[src/rtl/meas_result_snapshot_if.sv]
// Bus between the measurement/CSR side and meas_result_snapshot: run control,
// live result words, CSR read port and snapshot status.
interface meas_result_snapshot_if #(
  parameter int unsigned RES_NUM = 7
);
  logic                   test_start_i;
  logic                   test_done_i;
  logic                   meas_busy_i;
  logic [RES_NUM*32-1:0]  meas_result_i;
  logic [2:0]             rd_addr_i;
  logic                   rd_en_i;
  logic [31:0]            rd_data_o;
  logic [31:0]            avg_delay_o;
  logic                   result_valid_o;
  logic                   div_zero_o;
  logic                   snap_busy_o;

  modport slave (
    input  test_start_i, test_done_i, meas_busy_i, meas_result_i, rd_addr_i, rd_en_i,
    output rd_data_o, avg_delay_o, result_valid_o, div_zero_o, snap_busy_o
  );

  modport master (
    output test_start_i, test_done_i, meas_busy_i, meas_result_i, rd_addr_i, rd_en_i,
    input  rd_data_o, avg_delay_o, result_valid_o, div_zero_o, snap_busy_o
  );
endinterface

[src/rtl/meas_result_snapshot.sv]
// Freezes the measurement result words once memory traffic has settled, then
// computes the mean read delay with a serial restoring divider and serves both over a CSR read port.
module meas_result_snapshot #(
  parameter int unsigned RES_NUM       = 7,
  parameter int unsigned SETTLE_CYCLES = 4,
  parameter int unsigned SUM_DEL_IDX   = 4,
  parameter int unsigned RD_REQ_IDX    = RES_NUM - 1
) (
  input  logic                  clk_i,
  input  logic                  rst_i,
  meas_result_snapshot_if.slave bus
);

  localparam int unsigned CNT_W = (SETTLE_CYCLES > 1) ? $clog2(SETTLE_CYCLES) : 1;
  localparam logic [CNT_W-1:0] CNT_LAST = CNT_W'(SETTLE_CYCLES - 1);

  typedef enum logic [2:0] {
    S_IDLE,
    S_RUN,
    S_SETTLE,
    S_CAPTURE,
    S_DIVIDE,
    S_DONE
  } state_t;

  state_t                   state_q;
  logic [CNT_W-1:0]         cnt_q;
  logic [RES_NUM-1:0][31:0] shadow_q;
  logic [31:0]              div_rem_q;
  logic [31:0]              div_quo_q;
  logic [31:0]              div_dsr_q;
  logic [4:0]               div_cnt_q;
  logic [31:0]              avg_q;
  logic [31:0]              rd_data_q;
  logic                     valid_q;
  logic                     dz_q;
  logic                     busy_q;

  logic [31:0] in_sum;
  logic [31:0] in_req;
  logic [32:0] rem_sh;
  logic [31:0] rem_d;
  logic [31:0] quo_d;
  logic [31:0] rd_word;

  assign in_sum = bus.meas_result_i[SUM_DEL_IDX*32 +: 32];
  assign in_req = bus.meas_result_i[RD_REQ_IDX*32 +: 32];

  // One restoring-division step; the dividend is shifted out of the quotient
  // register MSB first while quotient bits shift in at the bottom.
  always_comb begin
    rem_sh = {div_rem_q, div_quo_q[31]};
    rem_d  = rem_sh[31:0];
    quo_d  = {div_quo_q[30:0], 1'b0};
    if (rem_sh >= {1'b0, div_dsr_q}) begin
      rem_d    = rem_sh[31:0] - div_dsr_q;
      quo_d[0] = 1'b1;
    end
  end

  always_comb begin
    rd_word = '0;
    if (32'(bus.rd_addr_i) < RES_NUM) begin
      rd_word = shadow_q[bus.rd_addr_i];
    end else if (bus.rd_addr_i == 3'd7) begin
      rd_word = avg_q;
    end
  end

  always_ff @(posedge clk_i or posedge rst_i) begin
    if (rst_i) begin
      state_q   <= S_IDLE;
      cnt_q     <= '0;
      shadow_q  <= '0;
      div_rem_q <= '0;
      div_quo_q <= '0;
      div_dsr_q <= '0;
      div_cnt_q <= '0;
      avg_q     <= '0;
      rd_data_q <= '0;
      valid_q   <= 1'b0;
      dz_q      <= 1'b0;
      busy_q    <= 1'b0;
    end else begin
      if (bus.rd_en_i) begin
        rd_data_q <= rd_word;
      end

      // A start strobe aborts whatever is in flight; shadow words and the
      // last average stay visible until the next capture.
      if (bus.test_start_i) begin
        state_q <= S_RUN;
        cnt_q   <= '0;
        valid_q <= 1'b0;
        dz_q    <= 1'b0;
        busy_q  <= 1'b0;
      end else begin
        unique case (state_q)
          S_IDLE, S_DONE: begin
          end

          S_RUN: begin
            if (bus.test_done_i) begin
              state_q <= S_SETTLE;
              cnt_q   <= '0;
              busy_q  <= 1'b1;
            end
          end

          S_SETTLE: begin
            if (bus.meas_busy_i) begin
              cnt_q <= '0;
            end else if (cnt_q == CNT_LAST) begin
              cnt_q   <= '0;
              state_q <= S_CAPTURE;
            end else begin
              cnt_q <= cnt_q + 1'b1;
            end
          end

          S_CAPTURE: begin
            shadow_q  <= bus.meas_result_i;
            div_rem_q <= '0;
            div_quo_q <= in_sum;
            div_dsr_q <= in_req;
            div_cnt_q <= '0;
            if (in_req == '0) begin
              state_q <= S_DONE;
              avg_q   <= '0;
              dz_q    <= 1'b1;
              valid_q <= 1'b1;
              busy_q  <= 1'b0;
            end else begin
              state_q <= S_DIVIDE;
              dz_q    <= 1'b0;
            end
          end

          S_DIVIDE: begin
            div_rem_q <= rem_d;
            div_quo_q <= quo_d;
            div_cnt_q <= div_cnt_q + 1'b1;
            if (div_cnt_q == 5'd31) begin
              state_q <= S_DONE;
              avg_q   <= quo_d;
              valid_q <= 1'b1;
              busy_q  <= 1'b0;
            end
          end

          default: state_q <= S_IDLE;
        endcase
      end
    end
  end

  assign bus.rd_data_o      = rd_data_q;
  assign bus.avg_delay_o    = avg_q;
  assign bus.result_valid_o = valid_q;
  assign bus.div_zero_o     = dz_q;
  assign bus.snap_busy_o    = busy_q;

endmodule

[src/flat_wrapper.sv]
// flat-port wrapper written by rule: the top's interface ports become plain ports
module meas_result_snapshot_flat 
#(
  parameter int unsigned RES_NUM       = 7,
  parameter int unsigned SETTLE_CYCLES = 4,
  parameter int unsigned SUM_DEL_IDX   = 4,
  parameter int unsigned RD_REQ_IDX    = RES_NUM - 1
)
  (clk_i, rst_i, bus_test_start_i, bus_test_done_i, bus_meas_busy_i, bus_meas_result_i, bus_rd_addr_i, bus_rd_en_i, bus_rd_data_o, bus_avg_delay_o, bus_result_valid_o, bus_div_zero_o, bus_snap_busy_o);
  meas_result_snapshot_if #(.RES_NUM(RES_NUM)) bus_i ();
  input  logic clk_i;
  input  logic rst_i;
  input wire logic [$bits(bus_i.test_start_i)-1:0] bus_test_start_i;
  input wire logic [$bits(bus_i.test_done_i)-1:0] bus_test_done_i;
  input wire logic [$bits(bus_i.meas_busy_i)-1:0] bus_meas_busy_i;
  input wire logic [$bits(bus_i.meas_result_i)-1:0] bus_meas_result_i;
  input wire logic [$bits(bus_i.rd_addr_i)-1:0] bus_rd_addr_i;
  input wire logic [$bits(bus_i.rd_en_i)-1:0] bus_rd_en_i;
  output wire logic [$bits(bus_i.rd_data_o)-1:0] bus_rd_data_o;
  output wire logic [$bits(bus_i.avg_delay_o)-1:0] bus_avg_delay_o;
  output wire logic [$bits(bus_i.result_valid_o)-1:0] bus_result_valid_o;
  output wire logic [$bits(bus_i.div_zero_o)-1:0] bus_div_zero_o;
  output wire logic [$bits(bus_i.snap_busy_o)-1:0] bus_snap_busy_o;
  assign bus_i.test_start_i = bus_test_start_i;
  assign bus_i.test_done_i = bus_test_done_i;
  assign bus_i.meas_busy_i = bus_meas_busy_i;
  assign bus_i.meas_result_i = bus_meas_result_i;
  assign bus_i.rd_addr_i = bus_rd_addr_i;
  assign bus_i.rd_en_i = bus_rd_en_i;
  assign bus_rd_data_o = bus_i.rd_data_o;
  assign bus_avg_delay_o = bus_i.avg_delay_o;
  assign bus_result_valid_o = bus_i.result_valid_o;
  assign bus_div_zero_o = bus_i.div_zero_o;
  assign bus_snap_busy_o = bus_i.snap_busy_o;
  meas_result_snapshot #(.RES_NUM(RES_NUM), .SETTLE_CYCLES(SETTLE_CYCLES), .SUM_DEL_IDX(SUM_DEL_IDX), .RD_REQ_IDX(RD_REQ_IDX)) u_core (.clk_i(clk_i), .rst_i(rst_i), .bus(bus_i));
endmodule
[config.mk]
export PLATFORM = sky130hd
export DESIGN_NAME = meas_result_snapshot_flat
export DESIGN_NICKNAME = d
export VERILOG_FILES = /design/src/rtl/meas_result_snapshot_if.sv /design/src/rtl/meas_result_snapshot.sv /design/src/flat_wrapper.sv
export SDC_FILE = /design/constraint.sdc
export NUM_CORES = 1
export LEC_CHECK = 0
export BUFFER_PORTS_ARGS = -buffer_cell sky130_fd_sc_hd__buf_4
export CAP_MARGIN = 20
export CORE_MARGIN = 10
export CORE_UTILIZATION = 39
export CTS_CLUSTER_DIAMETER = 40
export DETAILED_ROUTE_END_ITERATION = 12
export GPL_TIMING_DRIVEN = 0
export PLACE_DENSITY = 0.62
export SETUP_SLACK_MARGIN = 0.05
export SLEW_MARGIN = 20
export SYNTH_ARGS = -nofsm -noshare
export SYNTH_HDL_FRONTEND = slang
export SYNTH_SLANG_ARGS = --single-unit
[constraint.sdc]
create_clock -name clk_i -period 11.6 [get_ports clk_i]
set_input_delay 2.32 -clock clk_i [delete_from_list [all_inputs] [get_ports clk_i]]
set_output_delay 2.32 -clock clk_i [all_outputs]
set_load 0.02 [all_outputs]
==> impl_metrics.csv <==
group,metric,value,unit
outcome,status,"completed",
floorplanning,num_io_pins,300,
floorplanning,die_x,232.6,µm
placement,io_buffers,295,
power_and_ir_drop,peakVddDrop,0.0001434,V
setup_path,path_cells,"buf_4 -> clkbuf_1 -> nor2_1 -> clkbuf_1 -> clkbuf_1 -> clkbuf_1 -> nand2_1 -> nand2_1",
routing,avgRoutedWirePerCell,22.41,µm
logic_synthesis,yosysSeqAreaShare,51.82,%
clocking,post_cts_buffers,0,
timing,final_hold_viol_count,0,
floorplanning,row_count,77,
clocking,cts_buffers,55,
min_path,holdPathStages,2,
routing,vias,15274,
floorplanning,start_util,39.69,%
placement,place.gp.congestion,0.9286,
global_route,grt_pass1_wl,96590,µm
logic_synthesis,avgSynthCellArea,9.492,µm²
clocking,cts_buffer_depth,3,
floorplanning,die-area,54100,µm²
global_route,grt_pass1_vias,16039,
setup_path,cpMostUsedCell,"clkbuf_1",
timing,setup_viol,0,
setup_path,setup.worst_path.start_class,"primary input",
clocking,cts_hold_buf,0,
setup_path,crit_required,12.13,ns
clocking,cts_tree,"done",
clocking,clock_latency,0.60,ns
logic_synthesis,synth_seq_cells,365,
timing,drv_slew,0,
global_route,antenna_found_initial,5,
setup_path,cp-end-kind,"register",
global_route,grt-ovfl-total,0,
logic_synthesis,syn-num-nets,2126,
setup_path,ff2ff_path_depth,8,
finish,utilization,51.19,%
logic_synthesis,yosys.cell_types.count,66,
power_and_ir_drop,cellLeakagePower,0.01128,µW
global_route,grt_max_degree,35,
finish,final_net_count,2491,
setup_path,critPathMaxFanout,10,
placement,dp_hpwl,50390,µm
routing,drt_wl_total,64040,µm
setup_path,critPathKind,"in -> reg",
logic_synthesis,synth_ff_type,"dfrtp_1",
routing,drt-initial-drc-count,1335,
finish,drive_above_1_share,21.91,%
timing,fmax,219.0,MHz
finish,syn2layout_area_growth,28.97,%
timing,period_minus_slack,4.566,ns
logic_synthesis,synth_edf_count,0,
floorplanning,die_h,232.6,µm
timing,clock_skew,0.02238,ns
flow_run,max_cap_violations,0,
timing,slew-limit-headroom,33.00,%
clocking,clkSinkCount,365,
timing,rsz0062_at_grt,"false",
setup_path,arrival,5.10,ns
logic_synthesis,synthArstFlopShare,100.0,%
clocking,root_buffer,"clkbuf_16",
clocking,htreeDepth,2,
setup_path,crit_path_max_incr_delay,0.68,ns
clocking,cts.reportedPaths.clkPinSlew,0.06,ns
routing,detail-route-antenna-nets,0,
min_path,hold_path.class,"reg -> reg",
timing,worst_pin_slew,1.005,ns
logic_synthesis,synth_cells,1857,
routing,drtPass1Iterations,7,
floorplanning,core,44410,µm²
timing,fin_crit_sh,39.36,%
routing,drc_errors,0,
logic_synthesis,syn-cell-area,17630,µm²
setup_path,cp_slowest_cell,"clkbuf_1",
finish,final_common_cell,"nand2_1",
finish,final_cell_mix,"nand2_1 (729), dfrtp_1 (365), buf_4 (298)",
logic_synthesis,yosysWarnings,0,
global_route,grt.total_usage,23.30,%
finish,fill_cells,4106,
power_and_ir_drop,power_density,230.2,nW/µm²
clocking,cts_repair_resize_count,0,
routing,routed_via_density,5.346,
timing,fin_setup_tns,0,ns
## path summary, 6_finish.rpt
kind | from | endpoint | slack [ns]
max | bus_test_start_i | u_core.shadow_q[33]$_DFFE_PP0P_ | 7.03
min | u_core.shadow_q[94]$_DFFE_PP0P_ | u_core.shadow_q[94]$_DFFE_PP0P_ | 0.47
max reg2reg | u_core.state_q[0]$_DFFE_PP0P_ | u_core.shadow_q[33]$_DFFE_PP0P_ | 8.25
min reg2reg | u_core.shadow_q[94]$_DFFE_PP0P_ | u_core.shadow_q[94]$_DFFE_PP0P_ | 0.47
max in group asynchronous | rst_i | u_core.div_rem_q[13]$_DFFE_PP0P_ | 8.48
min in group asynchronous | rst_i | u_core.bus.rd_data_o[25]$_DFFE_PP0P_ | 1.75
## cells in the mapped netlist (4+ instances only)
cell,count,share of area (%)
o211ai_1,10,0.43
nand2b_1,5,0.18
buf_1,11,0.23
a21oi_1,74,2.1
nor3_1,10,0.28
a222oi_1,25,1.4
xnor2_1,16,0.79
nor2b_1,5,0.18
a22o_1,6,0.30
nand3_1,6,0.17
dfrtp_1,365,52
buf_6,5,0.32
a31oi_1,4,0.14
o21ai_0,89,2.5
o21bai_1,6,0.26
inv_1,66,1.4
nand2_1,729,16
nand4_1,7,0.25
nor4_1,9,0.32
a32oi_1,9,0.45
a22oi_1,4,0.17
clkbuf_1,89,1.9
ha_1,35,2.5
nor2_1,67,1.4
mux2i_1,35,2.0
buf_2,4,0.11
mux4_2,64,8.2
xor2_1,11,0.55
o21ai_1,21,0.60
a21o_1,15,0.64
## through the flow
stage	instances	hold slack [ns]	worst slack (ns)	cell area (µm²)	total power (µW)
finish	2857	0.4698	7.034	22730	5233
floorplan	1857	0.4403	4.384	17630	3008
global route	2856	0.4911	6.996	22730	5538
CTS	2856	0.4712	7.125	22730	5244
global placement	2744	0.4525	2.156	20590	3495
detailed placement	2757	0.4581	6.507	20870	3551
## layout make-up
| type | instances | area (µm²) | area share, % |
|---|---|---|---|
| Sequential cell | 365 | 9134 | 40.18 |
| Multi-Input combinational cell | 1312 | 7744 | 34.06 |
| Timing Repair Buffer | 308 | 2497 | 10.99 |
| Clock buffer | 72 | 1551 | 6.824 |
| Tap cell | 592 | 740.7 | 3.258 |
| Buffer | 114 | 501.7 | 2.207 |
| Clock inverter | 27 | 311.5 | 1.370 |
| Inverter | 66 | 251.5 | 1.106 |
| Antenna cell | 1 | 2.502 | 0.01101 |
## logic make-up (layout without fill, tap and decap cells)
logic type	after synthesis	count (layout)	share of synthesized area, %
AND/OR/NAND/NOR	861	861	19.29
XOR/XNOR	27	27	1.342
flip-flops	365	365	51.82
other	0	1	0
AO/OA/AOI/OAI	289	289	10.54
adder cells (fa/ha/maj)	36	36	2.598
buffers and inverters	180	587	4.252
multiplexers	99	99	10.16
## routing by layer
metal	vias up	GRT usage [%]	part of all wire (%)
li1	7005	-	-
met1	7578	29.42	41
met2	581	38.72	48
met3	104	6.315	8.6
met4	6	6.370	2.4
met5	-	0	0.053
## power by group
part	leakage (µW)	switching [µW]	internal, µW
clock	0.000910	623	1050
combinational	0.00574	845	696
sequential	0.00463	308	1710
total	0.0113	1780	3460
## flip-flops by register name (all words and copies together) (netlist names)
name,cells
u_core.bus.div_zero_o,1
u_core.div_cnt_q,5
u_core.shadow_q,224
u_core.div_rem_q,32
u_core.bus.rd_data_o,32
u_core.bus.result_valid_o,1
u_core.div_quo_q,32
u_core.bus.avg_delay_o,32
u_core.cnt_q,2
u_core.bus.snap_busy_o,1
u_core.state_q,3
## worst max-delay path, delay by kind of cell
family,cells,cell delay [ns]
buf+inv,5,2.28
simple gates,3,0.48
(Power assumes the default switching activity.)
